**src/rtl/cjb_risc_mmio_ctrl.sv**
```systemverilog
// cjbRISC MMIO window: synchronised input capture channels plus output
// registers. Optional interrupt logic is enabled by CJB_MMIO_IRQ_EN.
module cjb_risc_mmio_ctrl #(
    parameter int                DATA_W      = 8,
    parameter int                ADDR_W      = 10,
    parameter int                N_IN        = 2,
    parameter int                N_OUT       = 2,
    parameter logic [ADDR_W-1:0] IO_BASE     = 'h3F0,
    parameter int                SYNC_STAGES = 2
) (
    input  logic                    Clock,
    input  logic                    Reset,
    input  logic                    mem_en,
    input  logic [ADDR_W-1:0]       MAR,
    input  logic                    RW,
    input  logic [DATA_W-1:0]       wr_data,
    output logic [DATA_W-1:0]       rd_data,
    output logic                    rd_valid,
    output logic                    io_sel,
    input  logic [N_IN-1:0]         PB,
    input  logic [N_IN*DATA_W-1:0]  SW,
    output logic [N_OUT*DATA_W-1:0] LEDs,
    output logic                    irq
);

    if (N_IN < 1 || N_IN > 8 || N_OUT < 1 || N_OUT > 8
        || 3 + N_IN + N_OUT > 16 || SYNC_STAGES < 2
        || IO_BASE[3:0] != 4'd0 || DATA_W < N_IN) begin : g_bad_cfg
        $error("cjb_risc_mmio_ctrl: illegal parameter set");
    end

    logic [SYNC_STAGES-1:0][N_IN-1:0]             pb_pipe;
    logic [SYNC_STAGES-1:0][N_IN-1:0][DATA_W-1:0] sw_pipe;
    logic [SYNC_STAGES-1:0]                       fill;
    logic [N_IN-1:0]                              pb_s;
    logic [N_IN-1:0][DATA_W-1:0]                  sw_s;
    logic [N_IN-1:0]                              pb_prev;
    logic [N_IN-1:0]                              armed;
    logic [N_IN-1:0]                              rise;

    logic [N_IN-1:0][DATA_W-1:0]  in_reg;
    logic [N_OUT-1:0][DATA_W-1:0] out_reg;
    logic [N_IN-1:0]              ready;
    logic [N_IN-1:0]              overrun;

    logic [3:0]        off;
    logic              rd_hit;
    logic              wr_hit;
    logic [N_IN-1:0]   rd_clr;
    logic [N_IN-1:0]   ovr_clr;
    logic [DATA_W-1:0] rd_mux;

    assign io_sel = mem_en && (MAR[ADDR_W-1:4] == IO_BASE[ADDR_W-1:4]);
    assign off    = MAR[3:0];
    assign rd_hit = io_sel && RW;
    assign wr_hit = io_sel && !RW;

    assign pb_s = pb_pipe[SYNC_STAGES-1];
    assign sw_s = sw_pipe[SYNC_STAGES-1];
    // A strobe held high through reset must be seen low once before it counts
    assign rise = pb_s & ~pb_prev & armed;
    assign LEDs = out_reg;

    always_ff @(posedge Clock or negedge Reset) begin
        if (!Reset) begin
            pb_pipe <= '0;
            sw_pipe <= '0;
            fill    <= '0;
            pb_prev <= '0;
            armed   <= '0;
        end else begin
            pb_pipe <= {pb_pipe[SYNC_STAGES-2:0], PB};
            sw_pipe <= {sw_pipe[SYNC_STAGES-2:0], SW};
            fill    <= {fill[SYNC_STAGES-2:0], 1'b1};
            pb_prev <= pb_s;
            armed   <= armed | ({N_IN{fill[SYNC_STAGES-1]}} & ~pb_s);
        end
    end

    always_comb begin
        rd_clr  = '0;
        ovr_clr = '0;
        if (wr_hit && off == 4'd1)
            ovr_clr = wr_data[N_IN-1:0];
        for (int i = 0; i < N_IN; i++)
            if (rd_hit && off == 4'(3 + i))
                rd_clr[i] = 1'b1;
    end

    always_ff @(posedge Clock or negedge Reset) begin
        if (!Reset) begin
            in_reg  <= '0;
            ready   <= '0;
            overrun <= '0;
        end else begin
            for (int i = 0; i < N_IN; i++)
                if (rise[i])
                    in_reg[i] <= sw_s[i];
            ready   <= (ready & ~rd_clr) | rise;
            overrun <= (overrun & ~ovr_clr) | (rise & ready);
        end
    end

    always_ff @(posedge Clock or negedge Reset) begin
        if (!Reset) begin
            out_reg <= '0;
        end else begin
            for (int j = 0; j < N_OUT; j++)
                if (wr_hit && off == 4'(3 + N_IN + j))
                    out_reg[j] <= wr_data;
        end
    end

`ifdef CJB_MMIO_IRQ_EN
    logic [N_IN-1:0] ie;

    always_ff @(posedge Clock or negedge Reset) begin
        if (!Reset) begin
            ie  <= '0;
            irq <= 1'b0;
        end else begin
            if (wr_hit && off == 4'd2)
                ie <= wr_data[N_IN-1:0];
            irq <= |(ready & ie);
        end
    end
`else
    assign irq = 1'b0;
`endif

    always_comb begin
        rd_mux = '0;
        if (off == 4'd0)
            rd_mux = DATA_W'(ready);
        if (off == 4'd1)
            rd_mux = DATA_W'(overrun);
`ifdef CJB_MMIO_IRQ_EN
        if (off == 4'd2)
            rd_mux = DATA_W'(ie);
`endif
        for (int i = 0; i < N_IN; i++)
            if (off == 4'(3 + i))
                rd_mux = in_reg[i];
        for (int j = 0; j < N_OUT; j++)
            if (off == 4'(3 + N_IN + j))
                rd_mux = out_reg[j];
    end

    // Out-of-window cycles leave rd_data holding the last read value
    always_ff @(posedge Clock or negedge Reset) begin
        if (!Reset) begin
            rd_data  <= '0;
            rd_valid <= 1'b0;
        end else begin
            rd_valid <= rd_hit;
            if (rd_hit)
                rd_data <= rd_mux;
        end
    end

endmodule

```
**config.mk**
```make
export PLATFORM = sky130hd
export DESIGN_NAME = cjb_risc_mmio_ctrl
export DESIGN_NICKNAME = d
export VERILOG_FILES = /design/src/rtl/cjb_risc_mmio_ctrl.sv
export SDC_FILE = /design/constraint.sdc
export NUM_CORES = 1
export LEC_CHECK = 0
export ABC_AREA = 1
export BUFFER_PORTS_ARGS = -buffer_cell sky130_fd_sc_hd__clkbuf_2
export CORE_ASPECT_RATIO = 1.75
export CORE_MARGIN = 5
export CORE_UTILIZATION = 54
export CTS_BUF_LIST = sky130_fd_sc_hd__clkbuf_16
export CTS_CLUSTER_DIAMETER = 200
export DETAILED_ROUTE_END_ITERATION = 10
export PLACE_DENSITY = 0.8
export SETUP_SLACK_MARGIN = 0.1
export SYNTH_ARGS = -nofsm -noshare
export SYNTH_HDL_FRONTEND = slang
export SYNTH_SLANG_ARGS = --single-unit
export TNS_END_PERCENT = 50
```
**constraint.sdc**
```tcl
create_clock -name Clock -period 1.35 [get_ports Clock]
set_input_delay 0.2025 -clock Clock [delete_from_list [all_inputs] [get_ports Clock]]
set_output_delay 0.2025 -clock Clock [all_outputs]
set_load 0.05 [all_outputs]
```
Word-level counts from Yosys, hierarchy flattened
Index checks and enable logic that the tools add are counted.
{ "op_classes": {"order_cmp": 0, "shift": 0, "div": 0, "n_addsub": 0, "bitwise": 13, "n_eq_ne": 6, "mul": 0, "mux": 9, "reduce_logical": 10} }
{ "ops": {"columns": ["op", "n"], "rows": [
  ["$mux W8", 5],
  ["$and A2 B2 Y2", 6],
  ["$eq A4 B3 Y1 const B", 3],
  ["$logic_and A1 B1 Y1", 8],
  ["$not A2 Y2", 4],
  ["$eq A6 B6 Y1 const B", 1],
  ["$or A2 B2 Y2", 3],
  ["$eq A4 B1 Y1 const B", 1],
  ["$eq A4 B2 Y1 const B", 1],
  ["$logic_not A4 Y1", 1],
  ["$mux W2", 2],
  ["$mux W1", 2],
  ["$logic_not A1 Y1", 1]
]} }
{ "word_totals": {"romBits": 0, "mem_bits_rw": 0, "latchBits": 0, "regBits": 87, "mem_count": 0} }

Longest topological paths before layout
Gate-level depths: netlist of run 1.
{ "logic_depth": {"depth_word": 8, "mapped_depth": 9, "mapped_depth_nobuf": 8} }

Worst setup path after synthesis of run 1
No wires, ideal clock.
{ "synth_timing": {"path_kind": "input -> register", "start": "input port MAR[5]", "end": "register out_reg (netlist bit LEDs[13])", "arrival_ns": 1.227, "setup_time_ns": 0.120, "required_time_ns": 1.230, "setup_slack_ns": 0.003, "cell_stages": 8, "path_cell_list": "nand2_1 -> nor2_1 -> nand2_1 -> inv_1 -> nand3b_4 -> buf_6 -> nand2_1 -> o21ai_2"} }
{ "synth_via": {"elab_chain_cells": 4} }
{ "synth_rtl": {"columns": ["element", "line_no", "source"], "rows": [
  ["start: declaration", "14", "input logic [ADDR_W-1:0] MAR,"],
  ["$eq A6 B6 Y1", "53", "assign io_sel = mem_en && (MAR[ADDR_W-1:4] == IO_BASE[ADDR_W-1:4]);"],
  ["$logic_and A1 B1 Y1", "53", null],
  ["via io_sel", "19", "output logic io_sel,"],
  ["$logic_and A1 B1 Y1", "56", "assign wr_hit = io_sel && !RW;"],
  ["$logic_and A1 B1 Y1", "109", "if (wr_hit && off == 4'(3 + N_IN + j))"],
  ["end signal: indexed assignment", "110", "out_reg[j] <= wr_data;"],
  ["end: declaration", "42", "logic [N_OUT-1:0][DATA_W-1:0] out_reg;"]
]} }
The timed path passes the listed nets, and every way through them passes these cells.
A chain may end at the register's enable or synchronous reset.

Worst setup path after layout of run 1
{ "layout_timing": {"start": "register out_reg (netlist bit LEDs[0])", "end": "output port LEDs[0]"} }
{ "layout_lines": {"columns": ["element", "line_no", "source"], "rows": [
  ["end: declaration", "22", "output logic [N_OUT*DATA_W-1:0] LEDs,"]
]} }
No word-level cell between the ends.

==> metrics.md, run 1 <==
| Metric | Value |
|---|---|
| Number of antenna diodes | 0 |
| HP Class | in2reg |
| Reg clk slew, reported paths | about 60 ps |
| Largest cells by area after synthesis | dfrtp_1 (66%), nand2_1 (11%), o21ai_2 (4.2%), inv_1 (4.1%), nand3_1 (3.9%) |
| Critical path peak fanout | 3 |
| Post-CTS Setup Repair Bufs | 0 |
| Startpoint Class | flop |
| Final Hold Viols | 0 |
| Die height | about 110 um |
| CTS tree | done |
| Cells on worst reg2reg path | 5 |
| Mapped Avg Cell Area | just over 10 um^2 |
| Number of synthesized register bits | 87 |
| Hold endpoint | LEDs[14] |
| Hold_sp | wr_data[6] |
| Initial antenna violation count | 0 |
| Std cell rows | 37 |
| Detailed Route WL | about 6.7 mm |
| CTS sink count | 87 |
| Vias in the first global route | ~2.6k |
| WP buf/inv | 1 |
| H-tree depth | 3 |
| Worst path max stage delay | 390 ps |
| Post-synth top cells | nand2_1 (94), dfrtp_1 (87), inv_1 (36) |
| I/O pins | 67 |
| Synth Warn # | 0 |
| Via density per instance | ~4.8 |
| Cell with the most instances after synthesis | nand2_1 |
| Die area | between 0.007 and 0.008 mm^2 |
| Maximum operating frequency | 824 MHz |
| Critical Path RT | 1150 ps |
| DRC | 0 |
| Worst Hold Depth | 3 |
| Worst Setup Path Type | reg2out |
| Core area | approximately 0.006 mm^2 |
| Synth area leader | dfrtp_1 |
| DPL Wire Length | between 4 and 5 mm |
| Largest register FFs | 32 |
| R2R Setup Slk | around 270 ps |
| Mapped Cells | 326 |
| Final Max Tran Viols | 0 |
| Slowest cell on the critical path | dfrtp_1 |
| Drt wl/cell | around 13 um |
| Final #Nets | about 470 |
| RSZ-0062 raised after global routing | true |
| Detailed-route via count | between 2k and 2.5k |
| Initial Util | between 50% and 60% |
| Leakage | between 0.002 and 0.0025 uW |
| Worst-Skew Late Latency | 330 ps |
| Yosys top cell area share | approximately 66% |
| Initial DRC count | 172 |
| Netlist cell types | 22 |
| Worst EP arrival | 1010 ps |
| Skew final | between 4 and 5 ps |
| Power density cells | around 1300 mW/mm^2 |
| Final min period | between 1000 and 1500 ps |
| Synth Flop Type | dfrtp_1 |
| Mapped Nets | roughly 370 |
| Hold Slack | approximately 140 ps |
| Crit end category | output pin |
| R2R Path Start | pb_s[1] |
| Total CTS buffers | 9 |
| Antenna Nets Post-Route | 0 |
| Final Wtd Congestion | between 0.8 and 0.9 |
| Synth-to-layout area growth | 29.1% |
| First-pass GRT wire length | 11.8 mm |
| Clock root cell | clkbuf_16 |
| PortBufs | 65 |
| CP delay by family, top | flip-flops |
| Total congestion overflow | 0 |
| Post-Syn Area | around 0.0033 mm^2 |
| Max VDD drop | about 1.1 mV |
| Setup violations, final | 0 |
| Setup tns final | 0 ps |
| Sequential element share of the synthesized area | about two thirds |
| FFs w/ async S/R, synth | 100% |
| DIE WIDTH | just under 70 um |
| Clk buf depth | 2 |
| Fin crit share | 89.9% |
| Outcome | finished clean |
| RR Endpoint | in_reg[9] |
| Total GRT Usage | 19.0% |
| Maximum number of pins on one net before global-route repair | 39 |
| First-pass DRT Iterations | 4 |
| Crit path cell chain | clkbuf_2 |
| Share of layout cells above drive strength 1 | between 20% and 30% |
| Max Cap Violations | 0 |
| Post-synth EDFFs | 0 |
## layout by cell type (no fill, tap or decap), types with 2 or more instances in the layout
cell type      count
clkinvlp_4         2
or2_2              6
nand2_1           94
buf_4             11
clkinv_1           2
nor3_1             2
dfrtp_1           87
inv_1             36
inv_2              3
buf_12             2
clkbuf_16          9
nor2_1            27
clkbuf_2          63
o21ai_0           12
nor3_4             2
nand3_1           26
o21ai_2           16
conb_1             2
dlygate4sd3_1     19
## worst max-delay path by stage
stage	depth (start not counted)	end	slack, ps	startpoint
2_1_floorplan	8	LEDs[13]	100	MAR[8]
3_3_place_gp	8	LEDs[5]	90	MAR[5]
3_5_place_dp	8	LEDs[5]	50	MAR[5]
4_1_cts	1	LEDs[2]	120	LEDs[2]
5_1_grt	1	LEDs[0]	100	LEDs[0]
6_report	1	LEDs[0]	140	LEDs[0]
## kinds of logic after synthesis
kind of cell / count (synthesis) / share of synthesized area, %
compound gates: 29 / 6.20
buf+inv: 46 / 6.12
flops: 87 / 65.8
other cells: 2 / 0.227
simple gates: 162 / 21.7
## metrics by stage
step | total power (uW) | utilization, % | cell area, um^2 | worst slack (ps) | std cells
2_1_floorplan | 3170 | - | 3320 | 102 | 326
3_3_place_gp | 3380 | 64.1 | 3800 | 94.0 | 474
3_5_place_dp | 3400 | 64.1 | 3800 | 46.2 | 474
4_1_cts | 5750 | 72.0 | 4270 | 123 | 508
5_1_grt | 5940 | 72.1 | 4270 | 97.9 | 508
6_report | 5710 | 72.1 | 4270 | 136 | 508
## layout make-up
| type | instances | area [um^2] |
|---|---|---|
| Multi-Input combinational cell | 193 | 936 |
| Sequential cell | 87 | 2180 |
| Timing Repair Buffer | 96 | 633 |
| Tap cell | 78 | 97.6 |
| Fill cell | 451 | 1650 |
| Inverter | 39 | 150 |
| Clock buffer | 9 | 225 |
| Clock inverter | 6 | 53.8 |
## timing repair
action / CTS / global route
hold buffers: 19 / 0
resized for setup: 0 / 2
hold endpoints to repair: 41 / 0
setup endpoints to repair: 0 / 8
## power by group
part | switching (uW) | internal [uW]
logic | 355 | 205
clock network | 907 | 1400
registers | 74.7 | 2770
## layer usage
metal  track usage, %  up-vias  wire (um)
met3             4.85       20        378
met1             20.4     1121       2450
met5                0        -          0
met4             10.2        0        243
li1                 -     1200          -
met2             33.8       87       3670
Note: power is estimated with default switching activity, not from simulation.
==> run 2, diff against run 1 <==
--- a/config.mk
+++ b/config.mk
@@ -9,11 +9,11 @@
 export BUFFER_PORTS_ARGS = -buffer_cell sky130_fd_sc_hd__clkbuf_2
 export CORE_ASPECT_RATIO = 1.75
 export CORE_MARGIN = 5
-export CORE_UTILIZATION = 54
+export CORE_UTILIZATION = 50
 export CTS_BUF_LIST = sky130_fd_sc_hd__clkbuf_16
 export CTS_CLUSTER_DIAMETER = 200
 export DETAILED_ROUTE_END_ITERATION = 10
-export PLACE_DENSITY = 0.8
+export PLACE_DENSITY = 0.75
 export SETUP_SLACK_MARGIN = 0.1
 export SYNTH_ARGS = -nofsm -noshare
 export SYNTH_HDL_FRONTEND = slang
==> run 2 against run 1 <==
Cell count up 0.79%. Non-clock buffer count shrank 1. Via count decreased by 2.6%. Register-to-register slack improved by 50 ps. Hold slack better by 2.8 ps. Global-route usage is 1.5 points lower. Critical path depth unchanged. Sequential share of layout area about the same. Highest routed layer unchanged.
==> metrics.md, run 2 (same netlist as run 1, synthesis figures left out) <==
| Metric | Value |
|---|---|
| I/O pins | 67 (unchanged) |
| Post-CTS Setup Repair Bufs | 0 (unchanged) |
| Switching Fraction | 23.1% (was 23.4%) |
| R2R Setup Slk | 320 ps (was 270 ps) |
| PortBufs | 65 (unchanged) |
| Via density per instance | 4.62 (was 4.78) |
| Number of antenna diodes | 0 (unchanged) |
| Crit path cell chain | clkbuf_2 (unchanged) |
| Total congestion overflow | 0 (unchanged) |
| Crit end category | output pin (unchanged) |
| Critical path peak fanout | 3 (unchanged) |
| HP Class | in2reg (unchanged) |
| Non-filler cells, final | 512 (was 508) |
| First-pass DRT Iterations | 4 (unchanged) |
| Most common cell after layout, fill and taps aside | nand2_1 (unchanged) |
| Final Wtd Congestion | 0.892 (was 0.882) |
| R2R Path Start | pb_s[1] (unchanged) |
| Vias in the first global route | 2440 (was 2575) |
| Worst path max stage delay | 390 ps (about the same) |
| Initial Util | 51.0% (was 55.8%) |
| Largest register FFs | 32 (unchanged) |
| First-pass GRT wire length | 11.2 mm (was 11.8 mm) |
| Worst Hold Depth | 3 (unchanged) |
| H-tree depth | 3 (unchanged) |
| WP buf/inv | 1 (unchanged) |
| Place WS | 100 ps (was 46.2 ps) |
| Placed Area | 0.00379 mm^2 (was 0.00380 mm^2) |
| Leakage | 0.00226 uW (about the same) |
| Maximum number of pins on one net before global-route repair | 36 (was 39) |
| Die area | 0.00841 mm^2 (was 0.00786 mm^2) |
| Detailed Route WL | 6.47 mm (was 6.74 mm) |
| Layout Cell Area excl Fill | 0.00427 mm^2 (about the same) |
| Detailed-route via count | 2365 (was 2428) |
| Total CTS buffers | 9 (unchanged) |
| Final min period | 1230 ps (was 1210 ps) |
| Outcome | finished clean (unchanged) |
| CTS tree | done (unchanged) |
| Worst Setup Path Type | reg2out (unchanged) |
| Startpoint Class | flop (unchanged) |
| Sequential share of power | 50.0% (was 49.8%) |
| Drt wl/cell | 12.6 um (was 13.3 um) |
| Final Hold Viols | 0 (unchanged) |
| Fin crit share | 90.8% (was 89.9%) |
| Total GRT Usage | 17.5% (was 19.0%) |
| Worst EP arrival | 1020 ps (was 1010 ps) |
| Start point of the critical path | LEDs[7] (was LEDs[0]) |
| Setup tns final | 0 ps (unchanged) |
| Most frequent cells in the layout | nand2_1 (94), dfrtp_1 (87), clkbuf_2 (62), inv_1 (36), nor2_1 (27) (was nand2_1 (94), dfrtp_1 (87), clkbuf_2 (63), inv_1 (36), nor2_1 (27)) |
| Core area | 0.00649 mm^2 (was 0.00593 mm^2) |
| RSZ-0062 raised after global routing | true (unchanged) |
| Skew final | 4.18 ps (was 4.96 ps) |
| Max Cap Violations | 0 (unchanged) |
| Power density cells | 1330 mW/mm^2 (was 1340 mW/mm^2) |
| Slowest cell on the critical path | dfrtp_1 (unchanged) |
| Critical path depth in cells | 1 (unchanged) |
| Logic gate share of total power | 9.6% (was 9.8%) |
| Reg clk slew, reported paths | 60 ps (about the same) |
| Critical Path RT | 1150 ps (about the same) |
| Final #Nets | 465 (was 466) |
| Clk buf depth | 2 (unchanged) |
| Final WS setup | 124 ps (was 136 ps) |
| CTS sink count | 87 (unchanged) |
| Initial DRC count | 140 (was 172) |
| Maximum operating frequency | 816 MHz (was 824 MHz) |
| Critical path destination | LEDs[7] (was LEDs[0]) |
| Die height | 118 um (was 114 um) |
| Initial antenna violation count | 0 (unchanged) |
| Pint | 4370 uW (about the same) |
| FILL cells | 521 (was 451) |
| P_sw | 1310 uW (was 1340 uW) |
| Clock root cell | clkbuf_16 (unchanged) |
| CP delay by family, top | flip-flops (unchanged) |
| Final Max Tran Viols | 0 (unchanged) |
| Max VDD drop | 1.14 mV (was 1.10 mV) |
| Worst-Skew Late Latency | 330 ps (about the same) |
| Clock share of power | 40.3% (was 40.4%) |
| Antenna Nets Post-Route | 0 (unchanged) |
| Cell Count Post-Placement | 477 (was 474) |
| Synth-to-layout area growth | 29.0% (was 29.1%) |
| DRC | 0 (unchanged) |
| Share of layout cells above drive strength 1 | 28.1% (unchanged) |
| Setup violations, final | 0 (unchanged) |
| DPL Wire Length | 4.79 mm (was 4.67 mm) |
| Cells on worst reg2reg path | 5 (unchanged) |
| RR Endpoint | in_reg[12] (was in_reg[9]) |
| DIE WIDTH | 71.5 um (was 69.2 um) |
| Std cell rows | 39 (was 37) |
[run 2: cell count changes in the layout (fill, tap and decap cells not counted)]
cell,change
buf_4,-1
nor3_4,-1
clkinvlp_4,-1
clkinv_1,+1
buf_2,+1
nor3_1,-1
clkinv_2,+1
nor3_2,+2
clkbuf_2,-1
[run 2: through the flow]
stage	util (%)	hold slack (ps)	power (uW)
after detailed placement	58.5	151	3400
after CTS	65.7	131	5760
after global placement	58.5	147	3380
after global routing	65.8	150	5950
final	65.8	139	5680
after floorplan	-	-93.1	3170
[run 2: power by group through the flow]
stage | Combinational, uW | Clock (uW) | Sequential [uW]
after floorplan | 193 | 0 | 2980
after global placement | 498 | 0 | 2880
after detailed placement | 514 | 0 | 2890
after CTS | 557 | 2360 | 2840
after global routing | 617 | 2480 | 2860
final | 548 | 2290 | 2840
[run 2: worst min-delay path by stage]
stage / startpoint / to / slack [ps]
2_1_floorplan: Reset / LEDs[0] / -90
3_5_place_dp: Reset / sw_pipe[1] / 150
5_1_grt: wr_data[5] / LEDs[5] / 150
4_1_cts: wr_data[2] / LEDs[10] / 130
6_report: wr_data[2] / LEDs[10] / 140
3_3_place_gp: Reset / sw_pipe[7] / 150
[run 2: final cells by class]
| class | count | area [um^2] | area share, % |
|---|---|---|---|
| flip-flops and latches | 87 | 2180 | 51.0 |
| multi-input cells | 193 | 935 | 21.9 |
| repair buffers | 95 | 626 | 14.6 |
| clock buffers | 9 | 225 | 5.27 |
| inverters | 39 | 150 | 3.52 |
| well taps | 82 | 103 | 2.40 |
| clock inverters | 7 | 55.1 | 1.29 |
[run 2: metal layers]
layer | GRT usage, % | vias to the layer above | wire length (um)
met1 | 18.5 | 1090 | 2300
met3 | 4.44 | 16 | 351
met5 | 0 | - | 0
met2 | 30.2 | 57 | 3590
met4 | 10.7 | 0 | 240
li1 | - | 1202 | -
[run 2: what timing repair did]
item / in CTS / in global routing
gates resized for setup: 0 / 3
hold buffers: 19 / 0
endpoints found under the setup margin: 0 / 6
endpoints found under the hold margin: 46 / 0
==> run 3, diff against run 2 <==
--- a/config.mk
+++ b/config.mk
@@ -13,6 +13,7 @@
 export CTS_BUF_LIST = sky130_fd_sc_hd__clkbuf_16
 export CTS_CLUSTER_DIAMETER = 200
 export DETAILED_ROUTE_END_ITERATION = 10
+export MAX_ROUTING_LAYER = met4
 export PLACE_DENSITY = 0.75
 export SETUP_SLACK_MARGIN = 0.1
 export SYNTH_ARGS = -nofsm -noshare
==> run 3 against run 2 <==
Largest cell class unchanged. Setup slack better by 1.5 ps. Critical path type unchanged. Critical path depth stayed put. Clock power grew 3%. Design area is 0.38% lower. Routed wire length grew 0.85%. Via count rose by 1.7%. Total power rose by 1.2%. Global-route usage is 0.075 points higher. Critical endpoint is now LEDs[4].
==> metrics.md, run 3 (same netlist as run 1, synthesis figures left out) <==
| Metric | Value |
|---|---|
| Critical path destination | LEDs[4] (was LEDs[7]) |
| First-pass DRT Iterations | 4 (unchanged) |
| CTS tree | done (unchanged) |
| CP delay by family, top | flip-flops (unchanged) |
| Setup tns final | 0 ps (unchanged) |
| Die height | 118 um (unchanged) |
| DPL Wire Length | 4.68 mm (was 4.79 mm) |
| Maximum operating frequency | 817 MHz (was 816 MHz) |
| PortBufs | 65 (unchanged) |
| HP Class | in2reg (unchanged) |
| Worst path max stage delay | 390 ps (about the same) |
| Startpoint Class | flop (unchanged) |
| Setup violations, final | 0 (unchanged) |
| Detailed Route WL | 6.53 mm (was 6.47 mm) |
| Finished Core Util | 65.5% (was 65.8%) |
| Die area | 0.00841 mm^2 (unchanged) |
| Fin crit share | 90.7% (was 90.8%) |
| H-tree depth | 3 (unchanged) |
| Synth-to-layout area growth | 28.5% (was 29.0%) |
| Cell Count Post-Placement | 476 (was 477) |
| DRC | 0 (unchanged) |
| DIE WIDTH | 71.5 um (unchanged) |
| Total congestion overflow | 0 (unchanged) |
| Worst EP arrival | 1020 ps (about the same) |
| Critical path peak fanout | 3 (unchanged) |
| CTS sink count | 87 (unchanged) |
| Largest register FFs | 32 (unchanged) |
| Total GRT Usage | 17.6% (was 17.5%) |
| Vias in the first global route | 2406 (was 2440) |
| First-pass GRT wire length | 11.1 mm (was 11.2 mm) |
| Leakage | 0.00224 uW (was 0.00226 uW) |
| Number of antenna diodes | 0 (unchanged) |
| Worst Hold Depth | 3 (unchanged) |
| Post-CTS Setup Repair Bufs | 0 (unchanged) |
| Worst Setup Path Type | reg2out (unchanged) |
| Slowest cell on the critical path | dfrtp_1 (unchanged) |
| Final #Nets | 464 (was 465) |
| WP buf/inv | 1 (unchanged) |
| R2R Setup Slk | 280 ps (was 320 ps) |
| Detailed-route via count | 2405 (was 2365) |
| Std cell rows | 39 (unchanged) |
| Initial DRC count | 172 (was 140) |
| I/O pins | 67 (unchanged) |
| Maximum number of pins on one net before global-route repair | 88 (was 36) |
| Reg clk slew, reported paths | 60 ps (about the same) |
| Outcome | finished clean (unchanged) |
| Most common cell after layout, fill and taps aside | nand2_1 (unchanged) |
| Critical path depth in cells | 1 (unchanged) |
| Via density per instance | 4.72 (was 4.62) |
| Crit end category | output pin (unchanged) |
| Overall power | 5750 uW (was 5680 uW) |
| Final Max Tran Viols | 0 (unchanged) |
| Total CTS buffers | 9 (unchanged) |
| Antenna Nets Post-Route | 0 (unchanged) |
| Share of layout cells above drive strength 1 | 28.3% (was 28.1%) |
| Drt wl/cell | 12.8 um (was 12.6 um) |
| Cells on worst reg2reg path | 5 (unchanged) |
| Final Hold Viols | 0 (unchanged) |
| R2R Path Start | pb_s[0] (was pb_s[1]) |
| Crit path cell chain | clkbuf_2 (unchanged) |
| Max Cap Violations | 0 (unchanged) |
| Power density cells | 1350 mW/mm^2 (was 1330 mW/mm^2) |
| Initial antenna violation count | 0 (unchanged) |
| Critical Path RT | 1150 ps (about the same) |
| Start point of the critical path | LEDs[4] (was LEDs[7]) |
| Max VDD drop | 1.21 mV (was 1.14 mV) |
| Core area | 0.00649 mm^2 (unchanged) |
| Clk buf depth | 2 (unchanged) |
| Final min period | 1220 ps (was 1230 ps) |
| Non-filler cells, final | 510 (was 512) |
| Worst-Skew Late Latency | 330 ps (about the same) |
| Final Wtd Congestion | 0.900 (was 0.892) |
| Initial Util | 51.0% (unchanged) |
| RSZ-0062 raised after global routing | true (unchanged) |
| Most frequent cells in the layout | nand2_1 (94), dfrtp_1 (87), clkbuf_2 (63), inv_1 (36), nor2_1 (27) (was nand2_1 (94), dfrtp_1 (87), clkbuf_2 (62), inv_1 (36), nor2_1 (27)) |
| Skew final | 5.98 ps (was 4.18 ps) |
| Clock root cell | clkbuf_16 (unchanged) |
| RR Endpoint | in_reg[7] (was in_reg[12]) |
## run 3: what timing repair did
action | 4_1_cts | 5_1_grt
hold endpoints to repair | 105 | 0
hold buffers | 19 | 0
endpoints found under the setup margin | 0 | 2
gates resized for setup | 0 | 1
## run 3: through the flow
stage	setup slack, ps	hold WS, ps	instance area, um^2
global placement	107	265	3770
CTS	114	131	4250
global route	99.3	150	4250
detailed placement	84.2	276	3770
finish	126	139	4250
floorplan	102	-93.1	3320
## run 3: routing by layer
layer  share of wire, %  GRT usage [%]  wire length [um]  vias to the layer above
li1                   -              -                 -                     1198
met1                 38           19.5              2460                     1125
met2                 54           28.7              3510                       66
met3                5.3           4.44               346                       16
met4                3.3           9.06               217                        0
met5                  0              -                 0                        -
## run 3: power by group
part / leakage [uW] / switching [uW] / internal, uW
registers: 0.00106 / 72.1 / 2770
clock network: 0.000131 / 951 / 1410
logic: 0.00104 / 349 / 197
## run 3: area by class of cell
class | instances | area (um^2)
Fill cell | 523 | 2240
Sequential cell | 87 | 2180
Multi-Input combinational cell | 193 | 930
Timing Repair Buffer | 94 | 606
Clock buffer | 9 | 225
Inverter | 39 | 150
Tap cell | 82 | 103
Clock inverter | 6 | 63.8
## run 3: worst min path at each step
stage / from / endpoint / slack, ps
global placement: Reset / sw_pipe[7] / 260
floorplan: Reset / LEDs[0] / -90
CTS: wr_data[7] / LEDs[15] / 130
detailed placement: Reset / sw_pipe[7] / 280
global route: wr_data[7] / LEDs[15] / 150
finish: wr_data[7] / LEDs[15] / 140
